<file path="src/rtl/hsid_pkg.sv">
// Shared types and default widths for the hyperspectral distance blocks.
// Holds the squared-accumulator state enum and the default element/band widths.
package hsid_pkg;

  localparam int HSID_DATA_WIDTH = 16;
  localparam int HSID_BAND_WIDTH = 8;

  typedef enum logic [1:0] {
    S_IDLE = 2'd0,
    S_ACC  = 2'd1,
    S_DONE = 2'd2
  } hsid_sq_acc_state_t;

endpackage

</file>
<file path="src/rtl/hsid_sq_acc.sv">
// Squared-difference accumulator: sums band_count samples into one distance.
// Ports: clk, rst_n (sync, active-low), clear, start, band_count,
//   sq_df_in/sq_df_valid/sq_df_ready (input stream),
//   acc_out/acc_valid/acc_ready (result handshake), busy.
module hsid_sq_acc
  import hsid_pkg::*;
#(
  parameter int DATA_WIDTH = HSID_DATA_WIDTH,
  parameter int BAND_WIDTH = HSID_BAND_WIDTH,
  localparam int ACC_WIDTH = 2 * DATA_WIDTH + BAND_WIDTH
) (
  input  logic                    clk,
  input  logic                    rst_n,
  input  logic                    clear,
  input  logic                    start,
  input  logic [BAND_WIDTH-1:0]   band_count,
  input  logic [2*DATA_WIDTH-1:0] sq_df_in,
  input  logic                    sq_df_valid,
  output logic                    sq_df_ready,
  output logic [ACC_WIDTH-1:0]    acc_out,
  output logic                    acc_valid,
  input  logic                    acc_ready,
  output logic                    busy
);

  hsid_sq_acc_state_t state;
  hsid_sq_acc_state_t state_nxt;

  logic [BAND_WIDTH-1:0] cnt;
  logic [BAND_WIDTH-1:0] cnt_inc;
  logic [BAND_WIDTH-1:0] bands;
  logic                  accept;
  logic                  last;
  logic                  launch;

  assign accept  = sq_df_valid & (state == S_ACC);
  assign cnt_inc = cnt + BAND_WIDTH'(1);
  assign last    = (cnt_inc == bands);
  assign launch  = start & (state == S_IDLE);

  always_ff @(posedge clk) begin
    if (!rst_n) begin
      state <= S_IDLE;
    end else begin
      state <= state_nxt;
    end
  end

  always_comb begin
    state_nxt = state;
    if (clear) begin
      state_nxt = S_IDLE;
    end else begin
      unique case (state)
        S_IDLE: begin
          if (start) begin
            state_nxt = (band_count == '0) ? S_DONE : S_ACC;
          end
        end
        S_ACC: begin
          if (accept && last) begin
            state_nxt = S_DONE;
          end
        end
        S_DONE: begin
          if (acc_ready) begin
            state_nxt = S_IDLE;
          end
        end
        default: state_nxt = S_IDLE;
      endcase
    end
  end

  always_comb begin
    sq_df_ready = (state == S_ACC);
    acc_valid   = (state == S_DONE);
    busy        = (state != S_IDLE);
  end

  // acc_out is the running sum itself; it is only meaningful with acc_valid.
  always_ff @(posedge clk) begin
    if (!rst_n) begin
      acc_out <= '0;
      cnt     <= '0;
      bands   <= '0;
    end else if (clear) begin
      acc_out <= '0;
      cnt     <= '0;
    end else if (launch) begin
      acc_out <= '0;
      cnt     <= '0;
      bands   <= band_count;
    end else if (accept) begin
      acc_out <= acc_out + ACC_WIDTH'(sq_df_in);
      cnt     <= cnt_inc;
    end
  end

endmodule

</file>
<file path="config.mk">
export PLATFORM = sky130hd
export DESIGN_NAME = hsid_sq_acc
export DESIGN_NICKNAME = d
export VERILOG_FILES = /design/src/rtl/hsid_pkg.sv /design/src/rtl/hsid_sq_acc.sv
export SDC_FILE = /design/constraint.sdc
export NUM_CORES = 1
export LEC_CHECK = 0
export BUFFER_PORTS_ARGS = -buffer_cell sky130_fd_sc_hd__buf_2
export CAP_MARGIN = 15
export CORE_AREA = 8 8 114 116
export DETAILED_ROUTE_END_ITERATION = 16
export DIE_AREA = 0 0 122 124
export GPL_TIMING_DRIVEN = 0
export SETUP_SLACK_MARGIN = 0.3
export SLEW_MARGIN = 25
export SYNTH_ARGS = -nofsm -noshare
export SYNTH_HDL_FRONTEND = slang
export SYNTH_SLANG_ARGS = --single-unit
</file>
<file path="constraint.sdc">
create_clock -name clk -period 2.3 [get_ports clk]
set_input_delay 0.23 -clock clk [delete_from_list [all_inputs] [get_ports clk]]
set_output_delay 0.23 -clock clk [all_outputs]
set_load 0.02 [all_outputs]
</file>
==> flow_summary.ini, run 1 <==
[critical_path]
crit_fanout = 5
r2r_start = acc_out[0]$_SDFFE_PP0P_
ff2ff_path_depth = 11
worstSetupPathType = reg -> reg
startpoint_type = flop
arrival_ns = 2.75
rrSetupSlack_ns = -0.23
end_kind = flop
cp_data_required_time_ns = 2.52
rr_endpoint = acc_out[30]$_SDFFE_PP0P_

[power_and_ir_drop]
p_leak_nw = 2.56
seqPwrFrac_pct = 35.1
power_frac_comb_pct = 12.6
p_int_mw = 2.14
p_sw_uw = 766
power_mw = 2.91
ir_drop_uv = 303
p_sw_share_pct = 26.4
p_per_area_mw_per_mm2 = 472
power.share.clock_pct = 52.3

[synthesis]
synth_top_flop_cell = dfxtp_1
synth_top_area_share_pct = 26.8
synth_fa_ha_area_share_pct = 9.98
async_flop_share_pct = 0
synth-simple-area-share_pct = 26.6
synthTopCellsByArea = dfxtp_1, ha_1, nand2_1
synth.area.mux_share_pct = 0.231
synth_nets = 650
yosys.area.top_type = dfxtp_1
synth_area_mm2 = 0.00434
synth_seq_cells = 58
synth-compound-area-share_pct = 25.6
synth_edf_count = 0
synthCells = 570
syn_avg_cell_area_um2 = 7.61
synth-xor-area-share_pct = 6.86
seq_area_frac_synth_pct = 26.8
synth_cell_types = 63
synth_top_family_by_area = simple AND/OR/NAND/NOR gates
yosysWarningCount = 0

[drt]
dr.pass1.iters = 5
avgRoutedWirePerCell_um = 17.0
route.vias.total = 4713
wl_mm = 14.4
ant_nets = 0
drt_iter0_markers = 241
drc = 0
viasPerCell = 5.57

[placed_design]
pre_cts_slack_ns = -0.343
hpwlAfterDp_mm = 10.2
port_buffers = 88
dp_cells = 801
place_congestion = 0.867

[floorplanning]
die_w_um = 122
rows = 39
io_pins = 89
floorplan.initialDensity_pct = 38.8
core_area_mm2 = 0.0112
die_y_um = 124
design.die.area_mm2 = 0.0151

[sta]
worst_slack_ns = -0.231
clock_skew_ns = 0.00821
rsz0062_at_grt = true
max_freq_mhz = 395
period_needed_ns = 2.53
hold_violations = 0
finalSetupViolCount = 18
slew_viol_final = 0
tightest_slew_ns = 0.746
slew-limit-headroom_pct = 50.3
finalCritPeriodShare_pct = 110

[global_routing]
grt_max_degree = 12
grt_pass1_vias = 4762
grt_usage_pct = 18.7
gr-total-overflow = 0
grt_pass1_wl_mm = 23.0
antenna_found_initial = 0

[clock_network]
numCtsBuffers = 9
cts_tree = done
insertion_delay_ns = 0.34
clockRootBuffer = clkbuf_16
htreeDepth = 3
clk_pin_slew_ns = 0.06
cts_hold_buf = 0
cts.sinks = 58
cts_max_path_buffers = 2

[finish]
drive_gt1_share_pct = 36.8
nNetsFinal = 778
nFillCells = 1009
final_common_cell = buf_2
layout.cells.non_filler = 846
final_cell_mix = buf_2, nand2_1, a21oi_1
syn_to_final_growth_pct = 42.0
diodes = 0

[hold_path]
min_from = band_count[5]
hold-path-endpoint = bands[5]$_SDFFE_PN0P_
worstHoldPathCells = 3
min_path_type = in -> reg

[status]
status = complete, but fails checks
violations = negative setup slack

[job]
maxCapViolCount = 0
==> flip-flops by register name, summed over array words and instances (netlist names) <==
name and count:
acc_out 40, bands 8, cnt 8, state 2
==> cells in the mapped netlist, drive strengths merged, types with 3 or more instances <==
cell	count
or3	9
xnor2	23
o21a	5
dfxtp	58
o21ai	32
clkbuf	21
o2111ai	5
a21boi	9
nor4	8
nor2b	8
or4	4
a21oi	58
a211oi	9
and3	7
o311ai	6
xor2	11
and2	4
ha	33
a31oi	7
nor2	33
inv	12
buf	8
nand2b	4
nor3	17
o21bai	8
nand4	9
a21o	11
nand3	39
nand2	81
o31ai	3
or2	3
==> metal layers <==
metal,vias to the layer above,GRT usage (%),routed length [um]
li1,2336,-,-
met1,2219,22.2,6270
met5,-,0,0
met2,135,33.2,7250
met3,23,4.03,669
met4,0,5.32,208
==> through the flow <==
| step | utilization, % | setup TNS (ns) | instance area, um^2 | hold slack, ns |
|---|---|---|---|---|
| after floorplan | - | -0.145 | 4570 | 0.375 |
| after global placement | 46.5 | -3.11 | 5190 | 0.447 |
| after detailed placement | 46.5 | -3.32 | 5190 | 0.453 |
| after CTS | 52.8 | -2.09 | 5900 | 0.149 |
| after global routing | 55.2 | -4.18 | 6160 | 0.172 |
| final | 55.2 | -2.07 | 6160 | 0.155 |
==> how the worst max path moves through the flow <==
stage | cells after the start | endpoint | start | slack [ns]
final | 11 | acc_out[30]$_SDFFE_PP0P_ | acc_out[0]$_SDFFE_PP0P_ | -0.23
after global routing | 11 | acc_out[30]$_SDFFE_PP0P_ | acc_out[0]$_SDFFE_PP0P_ | -0.30
after CTS | 11 | acc_out[30]$_SDFFE_PP0P_ | acc_out[0]$_SDFFE_PP0P_ | -0.21
after detailed placement | 10 | acc_out[37]$_SDFFE_PP0P_ | sq_df_in[1] | -0.34
after global placement | 10 | acc_out[37]$_SDFFE_PP0P_ | sq_df_in[1] | -0.35
after floorplan | 9 | acc_out[35]$_SDFFE_PP0P_ | acc_out[4]$_SDFFE_PP0P_ | -0.05
==> power by group through the flow <==
| stage | Sequential [mW] | Combinational [mW] | Clock, mW |
|---|---|---|---|
| 3_5_place_dp | 1.04 | 0.324 | 0 |
| 5_1_grt | 1.02 | 0.404 | 1.57 |
| 3_3_place_gp | 1.04 | 0.319 | 0 |
| 6_report | 1.02 | 0.367 | 1.52 |
| 2_1_floorplan | 1.04 | 0.206 | 0 |
| 4_1_cts | 1.02 | 0.344 | 1.52 |
==> kinds of logic after synthesis <==
| family | after synthesis |
|---|---|
| xor+xnor | 34 |
| flops | 58 |
| simple gates | 234 |
| buf+inv | 41 |
| compound gates | 168 |
| fa+ha+maj | 34 |
| mux | 1 |
==> area by class of cell <==
cell class | count | area (um^2) | area share (%)
flip-flops and latches | 58 | 1200 | 19.5
clock buffers | 10 | 239 | 3.88
repair buffers | 117 | 684 | 11.1
inverters | 12 | 45.0 | 0.731
multi-input cells | 471 | 3540 | 57.5
plain buffers | 29 | 185 | 3.00
well taps | 143 | 179 | 2.90
clock inverters | 6 | 87.6 | 1.42
==> worst max-delay path, stage by stage (launching register included) <==
cell      delay, ns
dfxtp_4        0.35
ha_4           0.16
fa_2           0.34
a21o_1         0.19
a22oi_2        0.19
o311ai_2       0.13
o2111a_2       0.35
o21ai_4        0.20
and2_4         0.18
buf_8          0.11
xor2_1         0.14
o21ai_1        0.08
==> what timing repair did <==
| item | CTS | global route |
|---|---|---|
| gates resized for setup | 57 | 64 |
| gates cloned | 0 | 0 |
| endpoints found under the setup margin | 50 | 50 |
| setup buffers | 20 | 9 |
| pin swaps | 25 | 28 |
Power figures use the tool's default switching activity.
==> run 2, diff against run 1 <==
- CORE_AREA: 8 8 114 116 -> 8 8 130 132
- DIE_AREA: 0 0 122 124 -> 0 0 138 140
==> run 2 against run 1 <==
  * The run still ends with negative setup slack left
  * Wire length up 2.9%
  * First-iteration DRC count up 22%
  * Sequential share of layout area down 0.62 points
  * Via count up 2.3%
  * Global-route usage down 4.0 points
  * Critical endpoint is now acc_out[35]$_SDFFE_PP0P_
  * Largest cell class unchanged
  * Largest power group unchanged
==> flow_summary.ini, run 2 (same netlist as run 1, synthesis figures left out) <==
[status]
status = complete, but fails checks
violations = negative setup slack

[sta]
max_freq_mhz = 393
slew_viol_final = 0
slew-limit-headroom_pct = 54.4
tightest_slew_ns = 0.683
period_needed_ns = 2.54
finalCritPeriodShare_pct = 111
hold_violations = 0
rsz0062_at_grt = true
worst_slack_ns = -0.245
finalSetupViolCount = 17
clock_skew_ns = 0.00494

[critical_path]
slowest_stage = or3_1
arrival_ns = 2.75
crit_fanout = 5
startpoint_type = flop
cp_data_required_time_ns = 2.51
worstSetupPathType = reg -> reg
max_stage_delay_ns = 0.39
end_kind = flop
ff2ff_path_depth = 9
path_cells = ha_4, and3_4, a22oi_2, nor2b_4, a211o_2, a21oi_4, a2111o_1, a211oi_1, or3_1

[hold_path]
worstHoldPathCells = 3
min_path_type = in -> reg

[finish]
nFillCells = 1511
seq_area_mm2 = 0.00120
utilization_pct = 42.9
largest_reg_flops = 40
diodes = 0
nNetsFinal = 795
top_regs = acc_out: 40 flops, bands: 8 flops, cnt: 8 flops
syn_to_final_growth_pct = 47.0
top_register = acc_out
multi_input_area_mm2 = 0.00360
final_common_cell = buf_2
final_cell_mix = buf_2, nand2_1, a21oi_1
drive_gt1_share_pct = 38.3

[clock_network]
cts.sinks = 58
clk_pin_slew_ns = 0.05
cts_max_path_buffers = 2
clockRootBuffer = clkbuf_16
numCtsBuffers = 9
htreeDepth = 3
cts_tree = done
insertion_delay_ns = 0.34

[drt]
ant_nets = 0
drt_iter0_markers = 294
avgRoutedWirePerCell_um = 16.3
dr.pass1.iters = 4
route.vias.total = 4822
drc = 0
viasPerCell = 5.31
wl_mm = 14.8

[floorplanning]
core_area_mm2 = 0.0149
die_w_um = 138
rows = 45
io_pins = 89
die_y_um = 140
floorplan.initialDensity_pct = 29.2
design.die.area_mm2 = 0.0193

[global_routing]
grt_usage_pct = 14.7
grt_pass1_wl_mm = 23.5
grt_max_degree = 11
grt_pass1_vias = 4607
gr-total-overflow = 0
antenna_found_initial = 0

[job]
maxCapViolCount = 0

[power_and_ir_drop]
p_leak_nw = 2.63
ir_drop_uv = 358
p_per_area_mw_per_mm2 = 426

[placed_design]
place_congestion = 0.857
pre_cts_slack_ns = -0.354
port_buffers = 88
hpwlAfterDp_mm = 10.5
-- run 2: changes by cell type in the layout (fill, tap and decap cells not counted), sizes merged --
| cell | previous run | this run |
|---|---|---|
| buf | 127 | 143 |
| clkbuf | 29 | 34 |
| bufinv | 2 | 0 |
| clkinv | 0 | 2 |
| clkinvlp | 2 | 0 |
| inv | 14 | 12 |
-- run 2: what timing repair did --
action	in CTS	in global routing
buffers inserted	23	23
setup endpoints to repair	50	49
hold buffers	0	0
cloned	0	0
resized for setup	46	69
pin swaps	38	32
-- run 2: cell type report --
cell class	count	share of cell area, %
Buffer	29	2.94
Clock buffer	14	4.29
Clock inverter	2	0.157
Inverter	12	0.706
Multi-Input combinational cell	471	56.4
Sequential cell	58	18.8
Tap cell	188	3.69
Timing Repair Buffer	134	13.0
-- run 2: worst paths after layout --
check / start / to / slack, ns
setup / recovery: acc_out[6]$_SDFFE_PP0P_ / acc_out[35]$_SDFFE_PP0P_ / -0.24
hold / removal: band_count[5] / bands[5]$_SDFFE_PN0P_ / 0.17
setup reg to reg: acc_out[6]$_SDFFE_PP0P_ / acc_out[35]$_SDFFE_PP0P_ / -0.24
hold reg to reg: acc_out[17]$_SDFFE_PP0P_ / acc_out[17]$_SDFFE_PP0P_ / 0.46
-- run 2: power by group --
part | total [mW] | leakage [nW] | switching, mW | internal (mW)
Sequential | 1.02 | 0.480 | 0.0101 | 1.01
Combinational | 0.395 | 2.01 | 0.227 | 0.169
Clock | 1.30 | 0.143 | 0.487 | 0.814
-- run 2: worst max-delay path: cells and delay by family, from the launching register on --
kind                     cells  cell delay (ns)
AO/OA/AOI/OAI                5             1.06
AND/OR/NAND/NOR              3             0.73
flip-flops                   1             0.34
adder cells (fa/ha/maj)      1             0.31
-- run 2: stage by stage --
| stage | hold slack [ns] | cell area, um^2 | power [mW] | setup TNS (ns) | instances |
|---|---|---|---|---|---|
| finish | 0.165 | 6380 | 2.72 | -2.19 | 908 |
| global route | 0.166 | 6380 | 2.81 | -4.40 | 908 |
| CTS | 0.158 | 5890 | 2.70 | -2.50 | 885 |
| detailed placement | 0.451 | 5250 | 1.37 | -3.37 | 846 |
| global placement | 0.451 | 5250 | 1.37 | -3.40 | 846 |
| floorplan | 0.375 | 4570 | 1.25 | -0.145 | 570 |
-- run 2: routing by layer --
metal,GRT usage [%],wire (um),up-vias,share of wire (%)
met5,0,0,-,0
met4,4.12,191,0,1.3
met3,3.96,881,18,5.9
met2,23.5,6990,152,47
met1,18.8,6760,2271,46
li1,-,-,2381,-
==> run 3, diff against run 2 <==
- CORE_AREA: 8 8 130 132 -> 8 8 105 107
- DIE_AREA: 0 0 138 140 -> 0 0 113 115
- MAX_ROUTING_LAYER: default -> met4
- PLACE_DENSITY: default -> 0.72
==> run 3 against run 2 <==
  * The flow still finishes with violations (negative setup slack)
  * Critical path depth rose by 1
  * Largest cell class unchanged
  * Non-clock buffer count fell by 8
  * Cell area fell by 2.7%
  * Worst hold slack got worse by 0.0089 ns
==> flow_summary.ini, run 3 (same netlist as run 1, synthesis figures left out) <==
[clock_network]
insertion_delay_ns = 0.35
htreeDepth = 3
cts.sinks = 58
clk_pin_slew_ns = 0.07
cts_hold_buf = 0
clockRootBuffer = clkbuf_8
numCtsBuffers = 9
cts_max_path_buffers = 2
cts_tree = done

[critical_path]
cpLargestDelayFamily = compound AO/OA/AOI/OAI gates
cp_data_required_time_ns = 2.53
ff2ff_path_depth = 10
startpoint_type = flop
startpoint = acc_out[9]$_SDFFE_PP0P_
cp.buffers_inverters = 1
max_stage_delay_ns = 0.40
rrSetupSlack_ns = -0.23
r2r_start = acc_out[9]$_SDFFE_PP0P_
worstSetupPathType = reg -> reg
slowest_stage = dfxtp_1
arrival_ns = 2.77
end_kind = flop
path_cells = ha_1, a21oi_1, a2bb2oi_1, o21ai_2, o2111a_2, o21ai_4, and2_4, buf_8, xor2_1, o21ai_1
rr_endpoint = acc_out[30]$_SDFFE_PP0P_
crit_fanout = 5

[placed_design]
place_congestion = 0.911
dp_cells = 772
port_buffers = 88
dpl_cell_area_mm2 = 0.00516
hpwlAfterDp_mm = 9.85

[power_and_ir_drop]
p_int_mw = 1.94
power.share.clock_pct = 46.4
p_leak_nw = 2.59
power_mw = 2.62
power_frac_comb_pct = 14.8
p_sw_share_pct = 25.7
p_sw_uw = 673
p_per_area_mw_per_mm2 = 422
seqPwrFrac_pct = 38.9
ir_drop_uv = 323

[sta]
max_freq_mhz = 395
final.setup.tns_ns = -2.67
timing.hold.ws_ns = 0.157
slew_viol_final = 0
worst_slack_ns = -0.234
hold_violations = 0
clock_skew_ns = 0.0163
finalSetupViolCount = 22
slew-limit-headroom_pct = 54.2
finalCritPeriodShare_pct = 110
rsz0062_at_grt = true
tightest_slew_ns = 0.687
period_needed_ns = 2.53

[finish]
nFillCells = 785
top_register = acc_out
final_cell_mix = buf_2, nand2_1, a21oi_1
top_regs = acc_out: 40 flops, bands: 8 flops, cnt: 8 flops
final_common_cell = buf_2
drive_gt1_share_pct = 38.5
largest_reg_flops = 40
syn_to_final_growth_pct = 43.0
nNetsFinal = 787
final_cell_area_mm2 = 0.00621
diodes = 0
layout.cells.non_filler = 826

[hold_path]
min_from = band_count[7]
min_path_type = in -> reg
hold-path-endpoint = bands[7]$_SDFFE_PN0P_
worstHoldPathCells = 3

[floorplanning]
die_w_um = 113
die_y_um = 115
design.die.area_mm2 = 0.0130
io_pins = 89
floorplan.initialDensity_pct = 45.9
rows = 36
core_area_mm2 = 0.00946

[global_routing]
grt_pass1_wl_mm = 23.1
grt_usage_pct = 22.3
grt_pass1_vias = 4794
antenna_found_initial = 0
gr-total-overflow = 0
grt_max_degree = 11

[status]
status = complete, but fails checks
violations = negative setup slack

[drt]
avgRoutedWirePerCell_um = 17.5
wl_mm = 14.5
viasPerCell = 5.91
dr.pass1.iters = 5
route.vias.total = 4879
drt_iter0_markers = 267
drc = 0
ant_nets = 0

[job]
maxCapViolCount = 0
## run 3: cell types whose count changed in the layout (fill, tap and decap cells not counted), sizes merged
cell    before  now
clkbuf      34   29
buf        143  137
bufinv       0    3
## run 3: what timing repair did
| action | CTS | global route |
|---|---|---|
| setup buffers | 31 | 7 |
| pin swaps | 47 | 27 |
| resized for setup | 78 | 53 |
| endpoints found under the setup margin | 50 | 49 |
## run 3: per-stage QoR
stage,setup slack (ns),util [%]
global placement,-0.339,54.5
floorplan,-0.0545,-
detailed placement,-0.396,54.5
global route,-0.305,65.6
finish,-0.234,65.6
CTS,-0.219,63.2
## run 3: cell type report
cell class,count,area (um^2),share of cell area [%]
clock inverters,5,100,1.61
multi-input cells,471,3610,58.1
repair buffers,126,778,12.5
clock buffers,11,151,2.44
flip-flops and latches,58,1200,19.4
plain buffers,29,179,2.88
well taps,114,143,2.30
inverters,12,45.0,0.726
## run 3: worst max path at each step
stage	to	slack (ns)	cells after the start
finish	acc_out[30]$_SDFFE_PP0P_	-0.23	10
floorplan	acc_out[35]$_SDFFE_PP0P_	-0.05	9
CTS	acc_out[35]$_SDFFE_PP0P_	-0.22	10
detailed placement	acc_out[37]$_SDFFE_PP0P_	-0.40	10
global placement	acc_out[37]$_SDFFE_PP0P_	-0.34	10
global route	acc_out[37]$_SDFFE_PP0P_	-0.30	10
## run 3: per-layer routing
layer	wire length, um	global-route usage, %	vias to the layer above
met5	0	-	-
met4	456	10.0	0
met3	771	3.47	38
met2	7130	38.2	190
met1	6100	25.2	2295
li1	-	-	2356
## run 3: power by group through the flow
stage / logic (mW) / clock network (mW) / registers [mW]
2_1_floorplan: 0.206 / 0 / 1.04
3_3_place_gp: 0.314 / 0 / 1.04
3_5_place_dp: 0.321 / 0 / 1.04
4_1_cts: 0.356 / 1.22 / 1.02
5_1_grt: 0.421 / 1.27 / 1.02
6_report: 0.386 / 1.21 / 1.02
## run 3: worst register-to-register path: cells and delay by family, from the launching register on
| family | cells | cell delay (ns) |
|---|---|---|
| AO/OA/AOI/OAI | 6 | 1.30 |
| flip-flops | 1 | 0.40 |
| adder cells (fa/ha/maj) | 1 | 0.30 |
| AND/OR/NAND/NOR | 1 | 0.17 |
| XOR/XNOR | 1 | 0.15 |
| buffers and inverters | 1 | 0.10 |
